==> config.mk <==
export PLATFORM = sky130hd
export DESIGN_NAME = dsk_sector_fetch_flat
export DESIGN_NICKNAME = d
export VERILOG_FILES = /design/src/rtl/dsk_pkg.sv /design/src/rtl/dsk_sector_fetch_if.sv /design/src/rtl/word_fifo.sv /design/src/rtl/dsk_sector_fetch.sv /design/src/flat_wrapper.sv
export SDC_FILE = /design/constraint.sdc
export NUM_CORES = 1
export LEC_CHECK = 0
export ABC_AREA = 1
export ABC_CLOCK_PERIOD_IN_PS = 2800
export BUFFER_PORTS_ARGS = -buffer_cell sky130_fd_sc_hd__buf_2
export CORE_UTILIZATION = 54
export CTS_BUF_LIST = sky130_fd_sc_hd__clkbuf_2
export CTS_CLUSTER_SIZE = 25
export DETAILED_ROUTE_END_ITERATION = 7
export PLACE_DENSITY_LB_ADDON = 0.15
export SLEW_MARGIN = 20
export SYNTH_ARGS = -nofsm -noshare
export SYNTH_HDL_FRONTEND = slang
export SYNTH_SLANG_ARGS = --single-unit
==> constraint.sdc <==
create_clock -name clk -period 2.8 [get_ports clk]
set_clock_uncertainty 0.1 [all_clocks]
set_input_delay 0.28 -clock clk [delete_from_list [all_inputs] [get_ports clk]]
set_output_delay 0.28 -clock clk [all_outputs]
set_load 0.1 [all_outputs]
==> src/rtl/dsk_pkg.sv <==
// Shared definitions for the disk-image sector path: sector geometry, fetch FSM
// encoding and the per-drive image base offsets applied by the address controller.
package dsk_pkg;
    localparam int SECTOR_BYTES = 512;
    localparam int SECTOR_WORDS = SECTOR_BYTES / 2;
    localparam int ADDR_W       = 22;

    localparam logic [ADDR_W-1:0] INT_IMG_BASE = 22'h100000;
    localparam logic [ADDR_W-1:0] EXT_IMG_BASE = 22'h200000;

    typedef enum logic [1:0] {IDLE, FETCH, DRAIN} fetchState_t;
endpackage

==> src/rtl/dsk_sector_fetch_if.sv <==
// Bundle of the RAM extra-slot read port, the request controls and the byte stream
// between a sector fetcher (slave) and the address controller / IWM side (master).
interface dsk_sector_fetch_if #(
    parameter int BLOCK_W = 11
);
    import dsk_pkg::*;

    logic              memoryLatch;
    logic              dskReadAck;
    logic [15:0]       memData;
    logic [ADDR_W-1:0] dskReadAddr;
    logic              req_start;
    logic [BLOCK_W-1:0] req_block;
    logic              req_abort;
    logic              busy;
    logic              done;
    logic [7:0]        out_data;
    logic              out_valid;
    logic              out_ready;

    modport slave (
        input  memoryLatch, dskReadAck, memData, req_start, req_block, req_abort, out_ready,
        output dskReadAddr, busy, done, out_data, out_valid
    );

    modport master (
        output memoryLatch, dskReadAck, memData, req_start, req_block, req_abort, out_ready,
        input  dskReadAddr, busy, done, out_data, out_valid
    );
endinterface

==> src/rtl/word_fifo.sv <==
// Small synchronous FIFO with flush; push and pop may occur on the same clock.
module word_fifo #(
    parameter int DEPTH = 4,
    parameter int WIDTH = 16
) (
    input  logic                     clk,
    input  logic                     _reset,
    input  logic                     flush,
    input  logic                     push,
    input  logic [WIDTH-1:0]         wdata,
    input  logic                     pop,
    output logic [WIDTH-1:0]         rdata,
    output logic                     full,
    output logic                     empty,
    output logic [$clog2(DEPTH):0]   level
);
    localparam int AW = $clog2(DEPTH);

    logic [WIDTH-1:0] mem [DEPTH];
    logic [AW:0]      wrPtr;
    logic [AW:0]      rdPtr;

    // Extra pointer bit distinguishes full from empty.
    assign level = wrPtr - rdPtr;
    assign empty = (wrPtr == rdPtr);
    assign full  = (level == (AW+1)'(DEPTH));
    assign rdata = mem[rdPtr[AW-1:0]];

    always_ff @(posedge clk) begin
        if (push && !full) mem[wrPtr[AW-1:0]] <= wdata;
    end

    always_ff @(posedge clk or negedge _reset) begin
        if (!_reset) begin
            wrPtr <= '0;
            rdPtr <= '0;
        end else if (flush) begin
            wrPtr <= '0;
            rdPtr <= '0;
        end else begin
            if (push && !full) wrPtr <= wrPtr + 1'b1;
            if (pop && !empty) rdPtr <= rdPtr + 1'b1;
        end
    end
endmodule

==> src/rtl/dsk_sector_fetch.sv <==
// Fetches one 512-byte sector through the extra RAM slot and streams it out
// big-endian, one byte per valid/ready handshake.
module dsk_sector_fetch
    import dsk_pkg::*;
#(
    parameter int BLOCK_W    = 11,
    parameter int FIFO_DEPTH = 4
) (
    input  logic              clk,
    input  logic              _reset,
    dsk_sector_fetch_if.slave bus
);
    localparam int LVL_W = $clog2(FIFO_DEPTH) + 1;

    fetchState_t        state;
    logic [8:0]         wordCnt;
    logic               byteSel;
    logic [15:0]        headWord;
    logic               fifoFull;
    logic               fifoEmpty;
    logic [LVL_W-1:0]   fifoLevel;
    logic [BLOCK_W-1:0] startBlock;
    logic               grant;
    logic               push;
    logic               handshake;
    logic               pop;
    logic               lastPop;

    assign startBlock = bus.req_block;
    assign grant      = bus.memoryLatch && bus.dskReadAck;
    // A full FIFO skips the slot; the address is held so the word is re-read later.
    assign push       = (state == FETCH) && grant && !fifoFull && !bus.req_abort;
    assign handshake  = bus.out_valid && bus.out_ready;
    assign pop        = handshake && byteSel;
    assign lastPop    = (state == DRAIN) && pop && (fifoLevel == LVL_W'(1)) && !bus.req_abort;

    assign bus.out_valid = !fifoEmpty;
    assign bus.out_data  = fifoEmpty ? 8'h00 : (byteSel ? headWord[7:0] : headWord[15:8]);

    word_fifo #(
        .DEPTH (FIFO_DEPTH),
        .WIDTH (16)
    ) u_fifo (
        .clk    (clk),
        ._reset (_reset),
        .flush  (bus.req_abort),
        .push   (push),
        .wdata  (bus.memData),
        .pop    (pop),
        .rdata  (headWord),
        .full   (fifoFull),
        .empty  (fifoEmpty),
        .level  (fifoLevel)
    );

    always_ff @(posedge clk or negedge _reset) begin
        if (!_reset) begin
            state           <= IDLE;
            bus.dskReadAddr <= '0;
            wordCnt         <= '0;
            byteSel         <= 1'b0;
            bus.busy        <= 1'b0;
            bus.done        <= 1'b0;
        end else begin
            bus.done <= 1'b0;
            if (bus.req_abort) begin
                state    <= IDLE;
                wordCnt  <= '0;
                byteSel  <= 1'b0;
                bus.busy <= 1'b0;
            end else begin
                if (handshake) byteSel <= !byteSel;
                unique case (state)
                    IDLE: if (bus.req_start) begin
                        state           <= FETCH;
                        bus.dskReadAddr <= ADDR_W'({startBlock, 9'h000});
                        wordCnt         <= '0;
                        bus.busy        <= 1'b1;
                    end
                    FETCH: if (push) begin
                        wordCnt <= wordCnt + 9'd1;
                        // Last word leaves the address on the sector's final word.
                        if (wordCnt == 9'(SECTOR_WORDS - 1)) state <= DRAIN;
                        else bus.dskReadAddr <= bus.dskReadAddr + ADDR_W'(2);
                    end
                    DRAIN: if (lastPop) begin
                        state    <= IDLE;
                        bus.busy <= 1'b0;
                        bus.done <= 1'b1;
                    end
                    default: state <= IDLE;
                endcase
            end
        end
    end
endmodule

==> src/flat_wrapper.sv <==
// flat-port wrapper written by rule: the top's interface ports become plain ports
module dsk_sector_fetch_flat import dsk_pkg::*;
#(
    parameter int BLOCK_W    = 11,
    parameter int FIFO_DEPTH = 4
)
  (clk, _reset, bus_memoryLatch, bus_dskReadAck, bus_memData, bus_req_start, bus_req_block, bus_req_abort, bus_out_ready, bus_dskReadAddr, bus_busy, bus_done, bus_out_data, bus_out_valid);
  dsk_sector_fetch_if #(.BLOCK_W(BLOCK_W)) bus_i ();
  input  logic clk;
  input  logic _reset;
  input wire logic [$bits(bus_i.memoryLatch)-1:0] bus_memoryLatch;
  input wire logic [$bits(bus_i.dskReadAck)-1:0] bus_dskReadAck;
  input wire logic [$bits(bus_i.memData)-1:0] bus_memData;
  input wire logic [$bits(bus_i.req_start)-1:0] bus_req_start;
  input wire logic [$bits(bus_i.req_block)-1:0] bus_req_block;
  input wire logic [$bits(bus_i.req_abort)-1:0] bus_req_abort;
  input wire logic [$bits(bus_i.out_ready)-1:0] bus_out_ready;
  output wire logic [$bits(bus_i.dskReadAddr)-1:0] bus_dskReadAddr;
  output wire logic [$bits(bus_i.busy)-1:0] bus_busy;
  output wire logic [$bits(bus_i.done)-1:0] bus_done;
  output wire logic [$bits(bus_i.out_data)-1:0] bus_out_data;
  output wire logic [$bits(bus_i.out_valid)-1:0] bus_out_valid;
  assign bus_i.memoryLatch = bus_memoryLatch;
  assign bus_i.dskReadAck = bus_dskReadAck;
  assign bus_i.memData = bus_memData;
  assign bus_i.req_start = bus_req_start;
  assign bus_i.req_block = bus_req_block;
  assign bus_i.req_abort = bus_req_abort;
  assign bus_i.out_ready = bus_out_ready;
  assign bus_dskReadAddr = bus_i.dskReadAddr;
  assign bus_busy = bus_i.busy;
  assign bus_done = bus_i.done;
  assign bus_out_data = bus_i.out_data;
  assign bus_out_valid = bus_i.out_valid;
  dsk_sector_fetch #(.BLOCK_W(BLOCK_W), .FIFO_DEPTH(FIFO_DEPTH)) u_core (.clk(clk), ._reset(_reset), .bus(bus_i));
endmodule
==> out/qor.yml, run 1 <==
outcome: "finished clean"
cp_num_buf_inv: 1
maxSlewHeadroom_pct: 37.0
drc_errors: 0
yosysWarnings: 0
setup_viol: 0
crit_fanout: 10
hold_start: "bus_dskReadAck"
period_share_pct: 95.9
multi_input_area_sq_um: 2010
criticalPathCategory: "flop to primary output"
hpwl_mm: 7.92
wirelength_mm: 11.8
wl_per_cell_microns: 15.0
synth-simple-area-share_pct: 22.1
synth_mux_area_share_pct: 0
synth_top_area_share_pct: 37.8
postSynthAreaPerCell_sq_um: 9.05
synthArstFlopShare_pct: 39.0
cts_root_buf: "clkbuf_2"
hold_class: "input pin to flop"
dieArea_sq_um: 9810
nFillCells: 724
crit_slowest_cell: "dfrtp_2"
dr.pass1.iters: 5
vias: 4264
area_growth_pct: 23.4
final_area_sq_um: 6270
synth_edf_count: 64
reg2reg_slack_ns: 0.37
hold_viol_final: 0
synth_ff_type: "edfxtp_1"
drt-vias-per-instance: 5.43
ys_top_cells_by_count: "nand2_1 (121), nor2_1 (96), o21ai_0 (66), edfxtp_1 (64), inv_1 (49)"
fin_util_pct: 68.2
p_leak_uw: 0.00265
crit_path_end_kind: "primary output"
rr_endpoint: "u_core.wordCnt[7]"
synth-adder-area-share_pct: 2.85
arrival_ns: 2.30
grt_pass1_vias: 4098
io_buffers: 65
period_minus_slack_ns: 2.68
final_cells: 785
cts_buffers: 9
synth_compound_area_share_pct: 11.1
synth_xor_area_share_pct: 0.689
cts.clk_slew.worst_paths_ns: 0.30
postPlaceCellArea_sq_um: 5730
cts_sinks: 105
worst_setup_path_start_kind: "flop"
core_area_sq_um: 9200
synth_cell_type_count: 37
overflow: 0
power_density_nw_per_um2: 533
synth_top_cell_by_area: "edfxtp_1"
min_to: "u_core.bus.dskReadAddr[1]"
regArea_sq_um: 2950
die-width_microns: 99.0
cp_num_cells: 6
grtUsageTotal_pct: 25.7
whs_ns: 0.0802
critical-path-top-delay-family: "flip-flops"
max_stage_delay_ns: 0.52
synth_top_family_by_area: "simple AND/OR/NAND/NOR gates"
slew_viol_final: 0
h-tree-depth: 3
ant_nets: 0
synth_nets: 607
drive_gt1_share_pct: 17.8
rr_worst_depth: 10
final_nets: 714
hold_path_depth: 5
vdd_drop_max_mv: 0.410
worstMarginPinSlew_ns: 0.945
pin_count: 67
rsz0062_at_grt: "yes"
grt_pass1_wl_mm: 19.5
yosysSeqAreaShare_pct: 58.0
syn_area_sq_um: 5080
crit_required_ns: 2.42
cts_buffer_depth: 2
clock_latency_ns: 0.57
yosys-top-cells-area: "edfxtp_1 (38%), dfrtp_1 (20%), nand2_1 (8.9%), nor2_1 (7.1%), o21ai_0 (6.5%)"
cts_tree: "built"
synth_seq_cells: 105
dpl.cell_count: 736
max-cap-violations: 0
place_congestion: 0.870
fmax_ghz: 0.372
synth_cells: 562
antenna_found_initial: 0
diodes: 0
drt_iter0_markers: 258
start_util_pct: 55.3
synth.most_common_cell: "nand2_1"
r2r-start: "u_core.u_fifo.rdPtr[0]"
fp.dieH_microns: 99.0
path_cells: "ha_1, nand2_1, nand3b_4, o21ai_0, a31oi_4, buf_8"
row_count: 35
grt_max_degree: 42
==> layer usage <==
metal | track usage (%) | vias to the layer above | share of wire (%)
met2 | 42.3 | 122 | 48
met5 | 0 | - | 0
met1 | 35.1 | 2031 | 46
met3 | 4.18 | 17 | 4.1
met4 | 8.04 | 0 | 1.7
li1 | - | 2094 | -
==> flip-flops by register name, indices dropped and copies added, names as in the netlist <==
signal	flops
u_core.u_fifo.mem	64
u_core.byteSel	1
u_core.bus.done	1
u_core.state	2
u_core.u_fifo.rdPtr	3
u_core.bus.busy	1
u_core.wordCnt	9
u_core.bus.dskReadAddr	21
u_core.u_fifo.wrPtr	3
==> cells in the final DEF (no fill, tap or decap), drive strengths merged <==
cell type / n
o22ai: 9
nor2: 98
o21ai: 69
nand3b: 4
buf: 79
a21oi: 13
clkinv: 2
nand4: 5
ha: 10
bufinv: 1
fa: 1
edfxtp: 64
nand3: 36
conb: 1
a22oi: 1
xor2: 2
dfrtp: 41
xnor2: 2
o21a: 1
clkinvlp: 1
a211oi: 1
nor3: 1
a21o: 1
a31oi: 8
inv: 55
or2: 4
clkbuf: 9
nand2: 122
and2: 1
dlygate4sd3: 31
o31ai: 1
==> layout make-up <==
cell class | instances | area share (%)
Sequential cell | 105 | 47.0
Multi-Input combinational cell | 391 | 32.0
Timing Repair Buffer | 110 | 13.5
Inverter | 52 | 3.11
Tap cell | 111 | 2.21
Clock inverter | 7 | 1.46
Clock buffer | 9 | 0.718
==> report_power, final <==
group / internal, uW / switching, uW / total [uW]
sequential: 1700 / 82.5 / 1780
combinational: 178 / 608 / 787
clock: 232 / 544 / 776
==> worst reg2reg max path: cells and delay by family (launching register included) <==
kind	cells	cell delay [ns]
AND/OR/NAND/NOR	5	0.59
adder cells (fa/ha/maj)	2	0.70
flip-flops	1	0.52
buffers and inverters	2	0.26
AO/OA/AOI/OAI	1	0.19
==> metrics by stage <==
stage | total power [uW] | setup slack [ns] | setup TNS [ns]
finish | 3350 | 0.115 | 0
global route | 3470 | -0.0128 | -0.0217
CTS | 3360 | 0.000624 | 0
detailed placement | 2560 | 0.319 | 0
global placement | 2540 | 0.430 | 0
floorplan | 2380 | -0.00432 | -0.207
==> worst max path at each step <==
stage	from	to	slack, ns
global route	u_core.u_fifo.rdPtr[0]	bus_out_data[5]	-0.01
detailed placement	u_core.u_fifo.wrPtr[0]	u_core.bus.dskReadAddr[13]	0.32
floorplan	u_core.u_fifo.wrPtr[0]	u_core.u_fifo.mem[2][0]	-0.004
global placement	u_core.u_fifo.wrPtr[0]	u_core.wordCnt[5]	0.43
finish	u_core.u_fifo.rdPtr[0]	bus_out_data[7]	0.12
CTS	u_core.u_fifo.wrPtr[0]	bus_out_data[0]	0.0006
==> what timing repair did <==
item	4_1_cts	5_1_grt
hold endpoints to repair	123	0
setup buffers	0	2
pin swaps	0	1
gates resized for setup	22	10
endpoints found under the setup margin	8	8
hold buffers	31	0
==> logic make-up (layout without fill, tap and decap cells) <==
group / after synthesis / in the layout
AO/OA/AOI/OAI: 104 / 104
XOR/XNOR: 4 / 4
adder cells (fa/ha/maj): 11 / 11
buffers and inverters: 66 / 178
flip-flops: 105 / 105
other: 1 / 1
AND/OR/NAND/NOR: 271 / 271
Note: power is estimated with default switching activity, not from simulation.
==> run 2, diff against run 1 <==
Settings changed: ABC_AREA 1 to default, CELL_PAD_IN_SITES_DETAIL_PLACEMENT from default to 1, CELL_PAD_IN_SITES_GLOBAL_PLACEMENT from default to 1, CORE_UTILIZATION 54 to 44, PLACE_DENSITY_LB_ADDON 0.15 to 0.2.
==> run 2 against run 1 <==
Compared with the run above: synthesized cell count shrank 31%; clock power grew 7.5%; non-clock buffer count grew 11; worst hold slack lost 0.032 ns; sequential cell count is the same; critical endpoint is now bus_out_data[5]; area after synthesis grew 0.47%.
==> out/qor.yml, run 2 <==
synth_cell_type_count: 69  # was 37
synth_top_cell_by_area: "edfxtp_1"  # unchanged
whs_ns: 0.0478  # was 0.0802 ns
final_common_cell: "edfxtp_1"  # was nand2_1
period_share_pct: 95.6  # was 95.9%
drt-vias-per-instance: 5.83  # was 5.43
postSynthAreaPerCell_sq_um: 13.1  # was 9.05 sq um
final_area_sq_um: 6400  # was 6270 sq um
synth_seq_cells: 105  # unchanged
cp_num_buf_inv: 2  # was 1
grtUsageTotal_pct: 23.7  # was 25.7%
vdd_drop_max_mv: 0.502  # was 0.410 mV
worst_setup_path_start_kind: "flop"  # unchanged
rr_worst_depth: 7  # was 10
vias: 3763  # was 4,264
cts_sinks: 105  # unchanged
hold_class: "input pin to async pin"  # was input pin to flop
dr.pass1.iters: 4  # was 5
nFillCells: 1146  # was 724
critical-path-top-delay-family: "multiplexers"  # was flip-flops
diodes: 0  # unchanged
grt_pass1_wl_mm: 20.8  # was 19.5 mm
period_minus_slack_ns: 2.68  # about the same
reg2reg_slack_ns: 0.21  # was 0.37 ns
ant_nets: 0  # unchanged
area_growth_pct: 25.2  # was 23.4%
synth_edf_count: 64  # unchanged
setup_viol: 0  # unchanged
syn_area_sq_um: 5110  # was 5080 sq um
yosysSeqAreaShare_pct: 57.7  # was 58.0%
clock_latency_ns: 0.63  # was 0.57 ns
intPower_uw: 2170  # was 2110 uW
h-tree-depth: 3  # unchanged
synth_nets: 435  # was 607
cts.clk_slew.worst_paths_ns: 0.29  # was 0.30 ns
cts_buffers: 9  # unchanged
maxSlewHeadroom_pct: 55.1  # was 37.0%
drc_errors: 0  # unchanged
postPlaceCellArea_sq_um: 5860  # was 5730 sq um
arrival_ns: 2.30  # about the same
path_cells: "buf_12, mux4_2, mux2i_1, nor2_2, buf_12"  # was ha_1, nand2_1, nand3b_4, o21ai_0, a31oi_4, buf_8
synth.most_common_cell: "edfxtp_1"  # was nand2_1
dieArea_sq_um: 12000  # was 9810 sq um
hpwl_mm: 8.80  # was 7.92 mm
core_area_sq_um: 11100  # was 9200 sq um
max-cap-violations: 0  # unchanged
p_leak_uw: 0.00243  # was 0.00265 uW
r2r-start: "u_core.u_fifo.rdPtr[0]"  # unchanged
p_comb_share_pct: 19.9  # was 23.5%
max_stage_delay_ns: 0.52  # about the same
synth_cells: 390  # was 562
critPathLaunch: "u_core.u_fifo.rdPtr[0]"  # unchanged
yosysWarnings: 0  # unchanged
synth_ff_type: "edfxtp_1"  # unchanged
crit_path_frequent_cell: "buf_12"
grt_pass1_vias: 3914  # was 4,098
crit_fanout: 9  # was 10
fin_util_pct: 57.7  # was 68.2%
synth_top_area_share_pct: 37.6  # was 37.8%
critPathCapture: "bus_out_data[5]"  # was bus_out_data[7]
io_buffers: 65  # unchanged
synthArstFlopShare_pct: 39.0  # unchanged
pwr-share-seq_pct: 54.3  # was 53.3%
netSwitchingFraction_pct: 33.0  # was 36.9%
crit_required_ns: 2.42  # about the same
drt_iter0_markers: 225  # was 258
clkPwrFrac_pct: 25.8  # was 23.2%
die-width_microns: 110  # was 99.0 microns
overflow: 0  # unchanged
cts_root_buf: "clkbuf_2"  # unchanged
setup_ws_ns: 0.123  # was 0.115 ns
grt_max_degree: 42  # unchanged
power.switching_uw: 1070  # was 1240 uW
crit_slowest_cell: "dfrtp_2"  # unchanged
fmax_ghz: 0.374  # was 0.372 GHz
fp.dieH_microns: 110  # was 99.0 microns
outcome: "finished clean"  # unchanged
row_count: 38  # was 35
pin_count: 67  # unchanged
cp_num_cells: 5  # was 6
place_congestion: 0.789  # was 0.870
wirelength_mm: 13.3  # was 11.8 mm
start_util_pct: 46.1  # was 55.3%
final_cell_mix: "edfxtp_1 (64), buf_2 (55), dfrtp_1 (40), dlygate4sd3_1 (31), nand2_1 (26)"  # was nand2_1 (121), nor2_1 (96), edfxtp_1 (64), o21ai_0 (61), buf_2 (56)
rsz0062_at_grt: "no"  # was yes
cts_tree: "built"  # unchanged
largest_reg_flops: 64  # unchanged
power_density_nw_per_um2: 506  # was 533 nW/um^2
dpl.cell_count: 593  # was 736
drive_gt1_share_pct: 28.1  # was 17.8%
hold_viol_final: 0  # unchanged
crit_path_end_kind: "primary output"  # unchanged
yosys-top-cells-area: "edfxtp_1 (38%), dfrtp_1 (20%), mux4_2 (7.1%), mux2i_1 (2.5%), ha_1 (2.4%)"  # was edfxtp_1 (38%), dfrtp_1 (20%), nand2_1 (8.9%), nor2_1 (7.1%), o21ai_0 (6.5%)
rr_endpoint: "u_core.bus.dskReadAddr[19]"  # was u_core.wordCnt[7]
slew_viol_final: 0  # unchanged
wl_per_cell_microns: 20.5  # was 15.0 microns
worstMarginPinSlew_ns: 0.673  # was 0.945 ns
cts_buffer_depth: 2  # unchanged
ys_top_cells_by_count: "edfxtp_1 (64), dfrtp_1 (41), nand2_1 (27), nor2_1 (25), mux4_2 (16)"  # was nand2_1 (121), nor2_1 (96), o21ai_0 (66), edfxtp_1 (64), inv_1 (49)
post-place-ws_ns: 0.190  # was 0.319 ns
final_cells: 646  # was 785
antenna_found_initial: 0  # unchanged
criticalPathCategory: "flop to primary output"  # unchanged
final_nets: 546  # was 714
==> run 2: cell types whose count changed after synthesis, moves of 6 or more <==
cell and delta:
nor3_1 +6, o21ai_0 -62, nor2_1 -71, mux4_2 +16, mux2i_1 +13, and2_1 +6, inv_1 -36, o22ai_1 -7
nand2_1 -94, or4_1 +8, nand3_1 -22
==> run 2: power groups by stage <==
stage	clock network, uW	registers (uW)	logic (uW)
finish	834	1760	644
global route	908	1770	678
CTS	843	1750	645
detailed placement	0	1790	607
global placement	0	1780	597
floorplan	0	2060	170
==> run 2: cell families after synthesis <==
kind of cell / after synthesis / share of synthesized area (%)
multiplexers: 30 / 9.82
other: 1 / 0.0734
AO/OA/AOI/OAI: 72 / 10.5
buffers and inverters: 34 / 3.06
flip-flops: 105 / 57.7
XOR/XNOR: 8 / 1.96
adder cells (fa/ha/maj): 11 / 2.84
AND/OR/NAND/NOR: 129 / 14.0
==> run 2: final cells by class <==
| cell class | count | area [sq um] | share of cell area (%) |
|---|---|---|---|
| Sequential cell | 105 | 2950 | 46.1 |
| Clock buffer | 12 | 60.1 | 0.939 |
| Timing Repair Buffer | 121 | 1040 | 16.3 |
| Clock inverter | 4 | 77.6 | 1.21 |
| Tap cell | 140 | 175 | 2.74 |
| Inverter | 13 | 52.6 | 0.821 |
| Multi-Input combinational cell | 251 | 2040 | 31.9 |
==> run 2: worst min path at each step <==
stage / startpoint / to / slack [ns] / depth (start not counted)
3_5_place_dp: bus_memData[1] / u_core.u_fifo.mem[1][1] / 0.40 / 1
6_report: _reset / u_core.u_fifo.rdPtr[2] / 0.05 / 2
5_1_grt: _reset / u_core.bus.dskReadAddr[2] / 0.05 / 2
3_3_place_gp: u_core.wordCnt[0] / u_core.wordCnt[0] / 0.39 / 1
4_1_cts: bus_dskReadAck / u_core.wordCnt[6] / 0.14 / 5
2_1_floorplan: _reset / u_core.bus.busy / -0.12 / 0
==> run 2: routing by layer <==
metal | up-vias | global-route usage (%) | share of wire, %
met5 | - | 0 | 0
met4 | 0 | 9.14 | 1.9
met3 | 20 | 3.32 | 3.1
met2 | 80 | 41.3 | 52
met1 | 1914 | 29.7 | 43
li1 | 1749 | - | -
==> run 2: repair_timing <==
item | in CTS | in global routing
hold buffers | 31 | 0
resized for setup | 2 | 4
hold endpoints to repair | 126 | 0
pin swaps | 1 | 1
endpoints found under the setup margin | 9 | 9
buffers inserted | 3 | 2
gates cloned | 0 | 1
==> run 2: worst register-to-register path: stages (launching register included) <==
cell and delay (ns):
dfrtp_2 0.53, ha_1 0.22, fa_1 0.52, nand2_1 0.22
o211ai_2 0.34, buf_4 0.21, nor4_1 0.06, o32a_1 0.33
==> run 2: through the flow <==
step / setup TNS (ns) / total power (uW)
floorplan: -0.134 / 2230
global placement: 0 / 2380
detailed placement: 0 / 2390
CTS: 0 / 3240
global route: 0 / 3350
finish: 0 / 3240
